===== src/rtl/feeder_pkg.sv =====
// Shared definitions for the serial bit feeder: FSM state encodings and
// default parameter values.
package feeder_pkg;

  typedef enum logic [1:0] {
    FEED_IDLE  = 2'b00,
    FEED_SHIFT = 2'b01,
    FEED_GAP   = 2'b10
  } feed_state_e;

  localparam int unsigned DefWidth     = 8;
  localparam int unsigned DefGapCycles = 2;
  localparam bit          DefMsbFirst  = 1'b1;
  localparam bit          DefIdleBit   = 1'b0;

endpackage


===== src/rtl/feeder_shift_reg.sv =====
// Parallel-load shift register with bit counter; flags the final bit of a word.
module feeder_shift_reg #(
  parameter int unsigned WIDTH     = feeder_pkg::DefWidth,
  parameter bit          MSB_FIRST = feeder_pkg::DefMsbFirst
) (
  input  logic             clock,
  input  logic             reset,
  input  logic             load,
  input  logic [WIDTH-1:0] load_data,
  input  logic             shift,
  output logic             bit_out,
  output logic             last
);

  localparam int unsigned CntW = $clog2(WIDTH);

  logic [WIDTH-1:0] sreg_q;
  logic [CntW-1:0]  cnt_q;

  // Load wins over shift so a back-to-back word replaces the spent one.
  always_ff @(posedge clock or negedge reset) begin
    if (!reset) begin
      sreg_q <= '0;
      cnt_q  <= '0;
    end else if (load) begin
      sreg_q <= load_data;
      cnt_q  <= '0;
    end else if (shift) begin
      if (MSB_FIRST) sreg_q <= {sreg_q[WIDTH-2:0], 1'b0};
      else           sreg_q <= {1'b0, sreg_q[WIDTH-1:1]};
      cnt_q <= cnt_q + 1'b1;
    end
  end

  assign bit_out = MSB_FIRST ? sreg_q[WIDTH-1] : sreg_q[0];
  assign last    = (cnt_q == CntW'(WIDTH - 1));

endmodule


===== src/rtl/serial_bit_feeder.sv =====
// Double-buffered parallel-to-serial source with a programmable inter-word idle
// gap, feeding the single-bit sequence FSM.
module serial_bit_feeder
  import feeder_pkg::*;
#(
  parameter int unsigned WIDTH      = DefWidth,
  parameter int unsigned GAP_CYCLES = DefGapCycles,
  parameter bit          MSB_FIRST  = DefMsbFirst,
  parameter bit          IDLE_BIT   = DefIdleBit
) (
  input  logic             clock,
  input  logic             reset,
  input  logic [WIDTH-1:0] data_in,
  input  logic             load,
  output logic             ready,
  output logic             x_out,
  output logic             x_valid,
  output logic             last,
  output logic             busy
);

  localparam int unsigned GapW = (GAP_CYCLES > 1) ? $clog2(GAP_CYCLES) : 1;

  feed_state_e      state_q, state_d;
  logic [WIDTH-1:0] buf_q, buf_d;
  logic             buf_full_q, buf_full_d;
  logic [GapW-1:0]  gap_cnt_q, gap_cnt_d;

  logic             sr_load;
  logic [WIDTH-1:0] sr_data;
  logic             sr_bit;
  logic             sr_last;
  logic             accept;
  logic             shift_last;
  logic             gap_last;
  logic             shifter_free;

  assign accept     = load && !buf_full_q;
  assign shift_last = (state_q == FEED_SHIFT) && sr_last;
  assign gap_last   = (state_q == FEED_GAP) && ((32'(gap_cnt_q) + 32'd1) == GAP_CYCLES);
  assign shifter_free = (state_q == FEED_IDLE) || (shift_last && (GAP_CYCLES == 0)) || gap_last;

  always_comb begin
    state_d    = state_q;
    buf_d      = buf_q;
    buf_full_d = buf_full_q;
    gap_cnt_d  = gap_cnt_q;
    sr_load    = 1'b0;
    sr_data    = data_in;

    // Buffered word is always older than one arriving now, so it goes first.
    if (shifter_free && buf_full_q) begin
      sr_load    = 1'b1;
      sr_data    = buf_q;
      buf_full_d = accept;
      if (accept) buf_d = data_in;
    end else if (shifter_free && accept) begin
      sr_load = 1'b1;
    end else if (accept) begin
      buf_d      = data_in;
      buf_full_d = 1'b1;
    end

    case (state_q)
      FEED_IDLE: begin
        if (sr_load) state_d = FEED_SHIFT;
      end
      FEED_SHIFT: begin
        if (sr_last) begin
          if (GAP_CYCLES > 0) begin
            state_d   = FEED_GAP;
            gap_cnt_d = '0;
          end else begin
            state_d = sr_load ? FEED_SHIFT : FEED_IDLE;
          end
        end
      end
      FEED_GAP: begin
        if (gap_last) state_d = sr_load ? FEED_SHIFT : FEED_IDLE;
        else          gap_cnt_d = gap_cnt_q + 1'b1;
      end
      default: state_d = FEED_IDLE;
    endcase
  end

  always_ff @(posedge clock or negedge reset) begin
    if (!reset) begin
      state_q    <= FEED_IDLE;
      buf_q      <= '0;
      buf_full_q <= 1'b0;
      gap_cnt_q  <= '0;
    end else begin
      state_q    <= state_d;
      buf_q      <= buf_d;
      buf_full_q <= buf_full_d;
      gap_cnt_q  <= gap_cnt_d;
    end
  end

  feeder_shift_reg #(
    .WIDTH     (WIDTH),
    .MSB_FIRST (MSB_FIRST)
  ) u_shift_reg (
    .clock     (clock),
    .reset     (reset),
    .load      (sr_load),
    .load_data (sr_data),
    .shift     (state_q == FEED_SHIFT),
    .bit_out   (sr_bit),
    .last      (sr_last)
  );

  assign ready   = !buf_full_q;
  assign x_valid = (state_q == FEED_SHIFT);
  assign x_out   = x_valid ? sr_bit : IDLE_BIT;
  assign last    = x_valid && sr_last;
  assign busy    = (state_q != FEED_IDLE) || buf_full_q;

endmodule


===== config.mk =====
export PLATFORM = sky130hd
export DESIGN_NAME = serial_bit_feeder
export DESIGN_NICKNAME = d
export VERILOG_FILES = /design/src/rtl/feeder_pkg.sv /design/src/rtl/feeder_shift_reg.sv /design/src/rtl/serial_bit_feeder.sv
export SDC_FILE = /design/constraint.sdc
export NUM_CORES = 1
export LEC_CHECK = 0
export CAP_MARGIN = 10
export CORE_MARGIN = 5
export CORE_UTILIZATION = 40
export CTS_CLUSTER_SIZE = 30
export DETAILED_ROUTE_END_ITERATION = 10
export HOLD_SLACK_MARGIN = 0.1
export PLACE_DENSITY_LB_ADDON = 0.05
export SYNTH_ARGS = -nofsm -noshare
export SYNTH_HDL_FRONTEND = slang
export SYNTH_SLANG_ARGS = --single-unit

===== constraint.sdc =====
create_clock -name clock -period 2 [get_ports clock]
set_input_delay 0.5 -clock clock [delete_from_list [all_inputs] [get_ports clock]]
set_output_delay 0.5 -clock clock [all_outputs]
set_load 0.01 [all_outputs]

==> summary.txt, run 1 <==
Global route
  – Met1 global-route usage: between 20% and 30%
  – First-pass GRT wire length: slightly above 5 mm
  – Busiest grt layer: met2
  – Largest net degree at the start of global routing: 24
  – Met3 usage: 3.89%
  – Vias in the first global route: 1035
  – Met2 Use GR: 23.2%
  – Total GRT Usage: between 10% and 20%
  – Initial antenna violation count: 0
  – GR Overflow Total: 0

Finish
  – Nets: 154
  – Share of layout cells above drive strength 1: between 20% and 30%
  – Final Instance Count excl. Fillers: 186
  – Layout area overhead: 13.4%
  – Flip-flop and latch area: 576 um^2
  – Final instance area: ~1600 um^2
  – Filler cell count: 330
  – Core Util, Final: 46.6%
  – Area of the multi-input gates: 683 um^2
  – Diode count: 0

Timing
  – RSZ-0062 raised after global routing: no
  – Maximum clock rate: around 520 MHz
  – Worst slew pin tran: 0.593 ns
  – Slew Viols, Final: 0
  – Final min period: around 1.9 ns
  – Tcrit/Tclk final: a little under 100%
  – Relative slew margins: roughly 60%
  – Sum Neg Setup Slack: 0 ns
  – Skew final: 0.00842 ns
  – Finish-stage setup viols: 0
  – Final count of hold timing violations: 0

Yosys
  – Syn nets: between 100 and 150
  – Post-Syn Area: 1370 um^2
  – Top cell type's share of synthesized area: 42.0%
  – Mean Syn Cell Area: 10.9 um^2
  – Top-count cell post-synth: dfrtp_1
  – Yosys cell types: 31
  – Yosys warns: 0
  – Post-synth top cells: dfrtp_1 (23), nor4_1 (14), mux2_4 (8)
  – Synthesized instance count: 126
  – FF+latch count, synth: 23
  – Post-synth top area cell: dfrtp_1
  – Async S/R FF share, synth: 100%
  – Leading post-synthesis cells by cell area: dfrtp_1 (42%), mux2_4 (8.8%), nor4_1 (6.4%), buf_6 (4.9%), mux2_2 (4.9%)
  – Post-synthesis sequential area ratio: 42.0%
  – Synth Flop Type: dfrtp_1
  – EDFF count, synth: 0

Worst setup path
  – Crit-path cells: inv_1 -> clkdlybuf4s50_1
  – WP buf/inv: 2
  – Max FO, Critical Path: 6
  – Crit. End Element: output pin
  – Critical Path Source Type: flop
  – Max incr delay on CP: 0.55 ns
  – CP delay by family, top: buffers and inverters
  – WP data required: approximately 1.5 ns
  – Slowest stage cell, crit path: clkdlybuf4s50_1
  – Setup CP Type: reg -> out
  – WP data arrival: 1.43 ns

Route
  – DR vias/cell: 5.45
  – WL/cell: 16.2 um
  – # DRC: 0
  – Iteration-0 DRC Markers: 77
  – Total number of vias: about 1000
  – Wirelength, routed: 3.01 mm
  – DRT Pass-1 Iters: 4
  – Antenna Nets Post-Route: 0

Place
  – Port bufs: 15
  – Hpwl dp: 2.01 mm
  – Area after DPL: 1530 um^2
  – Placed Cells: 182
  – Routability cong.: 0.733

Clocking
  – Worst-path clk slew: 0.14 ns
  – CTS tree: done
  – # resized after CTS: 8
  – Hold_buf cts: 0
  – H-tree Lvls: 1
  – Skew-Pair Late Insertion Delay: between 0.3 and 0.4 ns
  – Number of clock sinks: 23
  – Clk root buf: clkbuf_4
  – Post-CTS setup buffers: 0
  – Total CTS buffers: 3
  – Clock buffer depth: 2

Worst hold path
  – HP Class: in -> async

Floorplan
  – Die area: approximately 4700 um^2
  – I/O pin total: 16
  – Die height: 68.6 um
  – Die X: 68.6 um
  – Core area: 3340 um^2
  – Starting density of the core: 41.1%
  – FP Rows: 21

Outcome
  – Status: completed

Power and ir drop
  – Largest vdd supply drop: around 0.00057 V
  – Leakage: 0.687 nW
  – Pwr/cell area: approximately 1400 nW/um^2
  – Pwr Total: 2.15 mW

Run
  – Max Cap Viol: 0
## sequential cells by signal, indices dropped and copies added, names as in the netlist
name,flops
buf_full_q,1
buf_q,8
gap_cnt_q,1
state_q,2
u_shift_reg.cnt_q,3
u_shift_reg.sreg_q,8
## per-layer routing
| layer | routed length [um] | part of all wire, % | vias to the layer above |
|---|---|---|---|
| li1 | - | - | 499 |
| met1 | 1470 | 49 | 486 |
| met2 | 1410 | 47 | 27 |
| met3 | 114 | 3.8 | 2 |
| met4 | 18 | 0.60 | 0 |
| met5 | 0 | 0 | - |
## where the power goes
| group | leakage (nW) | internal [mW] | switching (mW) |
|---|---|---|---|
| combinational | 0.392 | 0.567 | 0.492 |
| sequential | 0.279 | 0.685 | 0.178 |
| clock | 0.0150 | 0.0780 | 0.149 |
| total | 0.687 | 1.33 | 0.819 |
## worst paths after layout
check | start | to | slack [ns] | depth (start not counted)
min in group clock | buf_q[1] | buf_q[1] | 0.53 | 1
max reg2reg | state_q[1] | u_shift_reg.sreg_q[7] | 0.37 | 4
max | buf_full_q | ready | 0.07 | 2
min reg2reg | buf_q[1] | buf_q[1] | 0.53 | 1
min | reset | u_shift_reg.sreg_q[7] | 0.52 | 2
max in group asynchronous | reset | state_q[0] | 1.24 | 2
## logic make-up after synthesis
family          Yosys count  synth area share, %
simple gates             47                 21.9
flops                    23                 42.0
compound gates           21                 10.3
buf+inv                  16                 8.21
mux                      16                 15.1
fa+ha+maj                 2                 1.82
xor+xnor                  1                0.639
## placed cells by master (no fill, tap or decap), types with 3 or more instances in the layout
master,instances
nand2b_1,3
a211oi_1,7
dfrtp_1,23
mux2_4,8
clkdlybuf4s50_1,11
nand2_1,5
nor2_1,3
clkbuf_4,3
dlygate4sd2_1,3
nor3_1,7
inv_1,4
a21oi_1,4
o22ai_1,6
and3b_1,7
nor4_1,14
buf_4,6
mux2_2,6
## cell type report
type / count / share of cell area [%]
Sequential cell: 23 / 37.0
Timing Repair Buffer: 22 / 12.7
Clock buffer: 4 / 1.69
Inverter: 4 / 0.965
Multi-Input combinational cell: 87 / 43.9
Tap cell: 46 / 3.70
## worst register-to-register path, stage by stage, from the launching register on
cell and delay [ns]:
dfrtp_1 0.38, buf_6 0.19, and2b_1 0.53, nor4_1 0.12, nor4_1 0.32
## through the flow
| stage | hold WS [ns] | worst slack (ns) |
|---|---|---|
| 2_1_floorplan | 0.204 | 0.435 |
| 3_3_place_gp | 0.500 | 0.0813 |
| 3_5_place_dp | 0.498 | 0.0689 |
| 4_1_cts | 0.523 | 0.0458 |
| 5_1_grt | 0.539 | 0.000864 |
| 6_report | 0.516 | 0.0727 |
Power figures use the tool's default switching activity.
==> run 2: changes to the inputs <==
--- a/config.mk
+++ b/config.mk
@@ -7,7 +7,7 @@
 export LEC_CHECK = 0
 export CAP_MARGIN = 10
 export CORE_MARGIN = 5
-export CORE_UTILIZATION = 40
+export CORE_UTILIZATION = 55
 export CTS_CLUSTER_SIZE = 30
 export DETAILED_ROUTE_END_ITERATION = 10
 export HOLD_SLACK_MARGIN = 0.1
==> run 2 against run 1 <==
  * Setup slack better by 0.0062 ns
  * Flip-flop and latch count is the same
  * Final cell count decreased by 8.1%
  * Core utilization grew 17 points
  * Non-clock buffer count up 1
  * Fmax increased by 0.32%
  * Critical path type unchanged
==> summary.txt, run 2 (synthesized netlist as in run 1, its figures left out) <==
Worst setup path
  – R2r setup slk: 0.12 ns
  – Slowest stage cell, crit path: dfrtp_1
  – Reg2Reg Depth: 5
  – WP data required: 1.50 ns
  – WP data arrival: around 1.4 ns
  – Setup CP Type: reg -> out
  – Worst path depth: 4
  – Crit. End Element: output pin
  – Max FO, Critical Path: 3
  – Max incr delay on CP: roughly 0.42 ns
  – Most frequent CP cell: ha_1
  – Worst r2r dst: u_shift_reg.sreg_q[5]
  – WP buf/inv: 1
  – CP delay by family, top: flip-flops
  – Critical Path Source Type: flop
  – Crit-path cells: ha_1 -> ha_1 -> and2_1 -> buf_2
  – Reg2reg start: state_q[1]

Finish
  – Share of layout cells above drive strength 1: 22.0%
  – Filler cell count: roughly 190
  – Diode count: 0
  – Nets: 155
  – Most common cell after layout, fill and taps aside: dfrtp_1
  – Final instance area: 1550 um^2
  – Largest registers: buf_q: 8 flops, u_shift_reg.sreg_q: 8 flops, u_shift_reg.cnt_q: 3 flops
  – Layout area overhead: 13.0%
  – Most frequent cells in the layout: dfrtp_1 (22), nor4_1 (14), clkdlybuf4s50_1 (11)

Route
  – DRT Pass-1 Iters: 4
  – Total number of vias: about 1100
  – Iteration-0 DRC Markers: 39
  – DR vias/cell: 6.19
  – # DRC: 0
  – Wirelength, routed: 3.12 mm
  – Antenna Nets Post-Route: 0
  – WL/cell: roughly 18 um

Timing
  – Final min period: 1.92 ns
  – Skew final: 0.00761 ns
  – Final count of hold timing violations: 0
  – Maximum clock rate: 521 MHz
  – Relative slew margins: between 50% and 60%
  – Sum Neg Setup Slack: 0 ns
  – Tcrit/Tclk final: 96.1%
  – Worst slew pin tran: 0.644 ns
  – Final setup margin: 0.0789 ns
  – Slew Viols, Final: 0
  – RSZ-0062 raised after global routing: no
  – Finish-stage setup viols: 0

Power and ir drop
  – Net Sw Power: 0.842 mW
  – Internal power: roughly 1.3 mW
  – Combinational share of power: approximately half
  – Leakage: 0.697 nW
  – Clock power frac: 9.9%
  – Largest vdd supply drop: 0.000785 V
  – Sequential power share: 40.1%
  – Switching Share: 38.7%
  – Pwr/cell area: 1410 nW/um^2

Place
  – Area after DPL: roughly 1500 um^2
  – Hpwl dp: 2.10 mm
  – Port bufs: 15
  – Routability cong.: around 0.76
  – Post-Place Worst Slack: 0.0448 ns

Clocking
  – Skew-Pair Late Insertion Delay: 0.31 ns
  – Hold_buf cts: 0
  – Clock buffer depth: 2
  – Clk root buf: clkbuf_4
  – CTS tree: done
  – Number of clock sinks: 23
  – Worst-path clk slew: approximately 0.13 ns
  – H-tree Lvls: 1
  – Total CTS buffers: 3

Global route
  – Vias in the first global route: 1088
  – First-pass GRT wire length: slightly above 5 mm
  – Largest net degree at the start of global routing: 24
  – Initial antenna violation count: 0
  – GR Overflow Total: 0
  – Total GRT Usage: 19.1%

Floorplan
  – I/O pin total: 16
  – Core area: roughly 2400 um^2
  – FP Rows: 18
  – Die X: around 60 um
  – Die area: 3590 um^2
  – Die height: around 60 um
  – Starting density of the core: between 50% and 60%

Outcome
  – Status: completed

Worst hold path
  – HP Class: in -> async

Run
  – Max Cap Viol: 0
[run 2: changes by cell type in the layout (fill, tap and decap cells not counted), sizes merged]
cell,previous run,this run
dlygate4sd2,3,2
dlymetal6s2s,0,1
clkinv,0,1
clkbuf,4,3
buf,8,9
[run 2: final cells by class]
class / count / area, um^2 / share of cell area, %
Multi-Input combinational cell: 87 / 683 / 44.1
Sequential cell: 23 / 577 / 37.2
Timing Repair Buffer: 23 / 209 / 13.5
Tap cell: 30 / 37.5 / 2.42
Clock buffer: 3 / 22.5 / 1.45
Inverter: 4 / 15.0 / 0.969
Clock inverter: 1 / 5.00 / 0.323
[run 2: power groups by stage]
stage | Combinational, mW | Clock, mW | Sequential [mW]
detailed placement | 1.11 | 0 | 0.873
global placement | 1.06 | 0 | 0.862
finish | 1.09 | 0.217 | 0.874
global route | 1.20 | 0.246 | 0.903
floorplan | 0.859 | 0 | 0.816
CTS | 1.10 | 0.231 | 0.866
[run 2: stage by stage]
stage / hold WS [ns] / utilization (%) / std cells / power [mW]
6_report: 0.517 / 63.7 / 171 / 2.18
5_1_grt: 0.522 / 63.7 / 171 / 2.35
4_1_cts: 0.519 / 63.5 / 171 / 2.19
3_5_place_dp: 0.497 / 62.2 / 166 / 1.98
3_3_place_gp: 0.502 / 62.2 / 166 / 1.93
2_1_floorplan: 0.204 / - / 126 / 1.68
[run 2: worst reg2reg max path: cells and delay by family (launching register included)]
| family | cells | cell delay, ns |
|---|---|---|
| AND/OR/NAND/NOR | 3 | 1.06 |
| flip-flops | 1 | 0.38 |
| buffers and inverters | 2 | 0.31 |
[run 2: how the worst max path moves through the flow]
stage	startpoint	end
finish	u_shift_reg.cnt_q[0]	last
global route	u_shift_reg.cnt_q[0]	last
CTS	buf_full_q	busy
detailed placement	load	buf_q[4]
global placement	u_shift_reg.cnt_q[0]	last
floorplan	state_q[1]	last
[run 2: routing by layer]
layer	vias to the layer above	track usage, %	part of all wire (%)
li1	498	-	-
met1	543	26.5	49
met3	2	2.81	2.6
met4	0	6.01	0.67
met5	-	0	0
met2	15	30.6	48
[run 2: what timing repair did]
action	in CTS	in global routing
buffers inserted	1	0
cloned	0	0
setup endpoints to repair	4	1
gates resized for setup	7	2
==> run 3: changes to the inputs <==
--- a/config.mk
+++ b/config.mk
@@ -8,10 +8,11 @@
 export CAP_MARGIN = 10
 export CORE_MARGIN = 5
 export CORE_UTILIZATION = 55
-export CTS_CLUSTER_SIZE = 30
+export CTS_CLUSTER_SIZE = 25
 export DETAILED_ROUTE_END_ITERATION = 10
 export HOLD_SLACK_MARGIN = 0.1
 export PLACE_DENSITY_LB_ADDON = 0.05
 export SYNTH_ARGS = -nofsm -noshare
 export SYNTH_HDL_FRONTEND = slang
+export SYNTH_HIERARCHICAL = 1
 export SYNTH_SLANG_ARGS = --single-unit
==> run 3 against run 2 <==
  * Sequential power is 9.8% lower
  * Total power is 13% lower
  * Hold slack better by 0.0036 ns
  * Combinational power is 17% lower
  * Core utilization is 6.8 points higher
  * Count of clock-buffer cells in the layout is 1 higher
  * Sequential share of layout area is 4.0 points higher
  * Design area is 9.9% lower
==> summary.txt, run 3 <==
Place
  – Hpwl dp: 1.42 mm
  – Area after DPL: 1340 um^2
  – Routability cong.: between 0.6 and 0.7
  – Placed Cells: between 100 and 150
  – Port bufs: 15

Worst setup path
  – Worst setup path end: x_out
  – Worst r2r dst: u_shift_reg/sreg_q[6]
  – Crit-path cells: and2b_2 -> and2_1 -> dlygate4sd2_1
  – Max incr delay on CP: 0.44 ns
  – Critical Path Source Type: flop
  – WP data required: 1.50 ns
  – R2r setup slk: roughly 0.15 ns
  – Reg2reg start: state_q[1]
  – Reg2Reg Depth: 6
  – WP data arrival: between 1 and 1.5 ns
  – Setup crit start: state_q[0]
  – Setup CP Type: reg -> out
  – Max FO, Critical Path: 4
  – Slowest stage cell, crit path: dfrtp_1
  – Crit. End Element: output pin

Floorplan
  – Die height: 56.0 um
  – Die X: between 50 and 60 um
  – Die area: 3140 um^2
  – I/O pin total: 16
  – Starting density of the core: 58.7%
  – FP Rows: 16
  – Core area: 1980 um^2

Finish
  – Share of layout cells above drive strength 1: 31.4%
  – Most common cell after layout, fill and taps aside: dfrtp_1
  – Most frequent cells in the layout: dfrtp_1 (23), clkdlybuf4s50_1 (11), mux2i_1 (9)
  – Final instance area: 1400 um^2
  – Largest registers: buf_q: 8 flops, u_shift_reg/sreg_q: 8 flops, u_shift_reg/cnt_q: 3 flops
  – Diode count: 0
  – Final Instance Count excl. Fillers: 145
  – Nets: 132
  – Layout area overhead: 20.0%

Worst hold path
  – HP Class: reg -> reg

Timing
  – Worst slew pin tran: 0.523 ns
  – Skew final: roughly 0.0012 ns
  – Final min period: 1.92 ns
  – Tcrit/Tclk final: 95.9%
  – Final count of hold timing violations: 0
  – Finish-stage setup viols: 0
  – Maximum clock rate: 521 MHz
  – Sum Neg Setup Slack: 0 ns
  – Slew Viols, Final: 0
  – RSZ-0062 raised after global routing: no
  – Relative slew margins: 65.2%

Power and ir drop
  – Leakage: 0.681 nW
  – Pwr Total: 1.90 mW
  – Largest vdd supply drop: roughly 0.00096 V
  – Pwr/cell area: 1360 nW/um^2

Yosys
  – Post-synth top cells: dfrtp_1 (23), mux2i_1 (9), nand2_1 (9)
  – Yosys warns: 6
  – Top-count cell post-synth: dfrtp_1
  – Post-synth top area cell: dfrtp_1
  – Async S/R FF share, synth: 100%
  – Leading post-synthesis cells by cell area: dfrtp_1 (49%), mux2_4 (10%), mux2i_1 (7.7%), mux2_2 (7.7%), o21ai_1 (3.0%)
  – Post-synthesis sequential area ratio: 49.5%
  – Mean Syn Cell Area: 12.1 um^2
  – Yosys cell types: 25
  – Synthesized instance count: 96
  – Top cell type's share of synthesized area: 49.5%
  – Post-Syn Area: 1160 um^2
  – FF+latch count, synth: 23
  – Syn nets: 109
  – EDFF count, synth: 0
  – Synth Flop Type: dfrtp_1

Clocking
  – CTS tree: done
  – Worst-path clk slew: roughly 0.12 ns
  – Clk root buf: clkbuf_4
  – H-tree Lvls: 1
  – Total CTS buffers: 3
  – Clock buffer depth: 2
  – Skew-Pair Late Insertion Delay: about 0.3 ns
  – Number of clock sinks: 23

Global route
  – Vias in the first global route: 795
  – Total GRT Usage: 14.9%
  – GR Overflow Total: 0
  – First-pass GRT wire length: 3.66 mm
  – Largest net degree at the start of global routing: 24
  – Initial antenna violation count: 0

Route
  – Total number of vias: 748
  – DR vias/cell: 5.16
  – WL/cell: roughly 14 um
  – Iteration-0 DRC Markers: 12
  – DRT Pass-1 Iters: 4
  – Wirelength, routed: between 2 and 2.5 mm
  – Antenna Nets Post-Route: 0
  – # DRC: 0

Run
  – Max Cap Viol: 0

Outcome
  – Status: completed
run 3: worst min path at each step:
stage | from | endpoint | slack (ns) | cells after the start
after floorplan | reset | buf_full_q | 0.20 | 0
after global placement | buf_q[1] | buf_q[1] | 0.49 | 1
after detailed placement | buf_q[5] | buf_q[5] | 0.50 | 1
after CTS | buf_q[5] | buf_q[5] | 0.52 | 1
after global routing | buf_q[1] | buf_q[1] | 0.54 | 1
final | buf_q[5] | buf_q[5] | 0.52 | 1
run 3: cell families after synthesis:
group,Yosys count,share of synthesized area [%]
and+or+nand+nor,24,10.1
DFF,23,49.5
adders and majority gates,2,2.15
AOI/OAI and AO/OA,13,6.77
buffers and inverters,8,4.95
muxes,25,25.8
xor gates and xnor gates,1,0.753
run 3: what timing repair did:
action,in CTS,in global routing
resized for setup,9,7
buffers inserted,3,0
pin swaps,0,0
hold endpoints to repair,0,0
hold buffers,0,0
endpoints found under the setup margin,4,2
run 3: where the power goes:
group	internal [mW]	switching [mW]	total, mW	leakage [nW]
clock	0.0777	0.129	0.207	0.0150
sequential	0.671	0.117	0.788	0.283
combinational	0.505	0.400	0.905	0.382
run 3: worst max-delay path: cells and delay by family (launching register included):
kind                   cells  cell delay (ns)
buffers and inverters      1             0.27
AND/OR/NAND/NOR            2             0.40
flip-flops                 1             0.44
run 3: cell type report:
| class | instances | area, um^2 |
|---|---|---|
| fill | 145 | 586 |
| sequential | 23 | 576 |
| multi-input combinational | 65 | 542 |
| timing repair buffer | 23 | 208 |
| tap | 27 | 33.8 |
| clock buffer | 4 | 26.3 |
| inverter | 3 | 11.3 |
run 3: layer usage:
layer  GRT usage [%]  vias up  routed length [um]
met3            4.64        0                  57
met1            17.2      365                 901
met2            26.2       12                1090
met5               0        -                   0
met4            4.07        0                   0
li1                -      371                   -
run 3: through the flow:
step	worst slack (ns)	util, %	hold slack (ns)
after floorplan	0.470	-	0.204
after global placement	0.125	67.6	0.487
after detailed placement	0.0774	67.6	0.496
after CTS	0.00649	69.7	0.525
after global routing	0.0158	70.5	0.543
final	0.0820	70.5	0.521
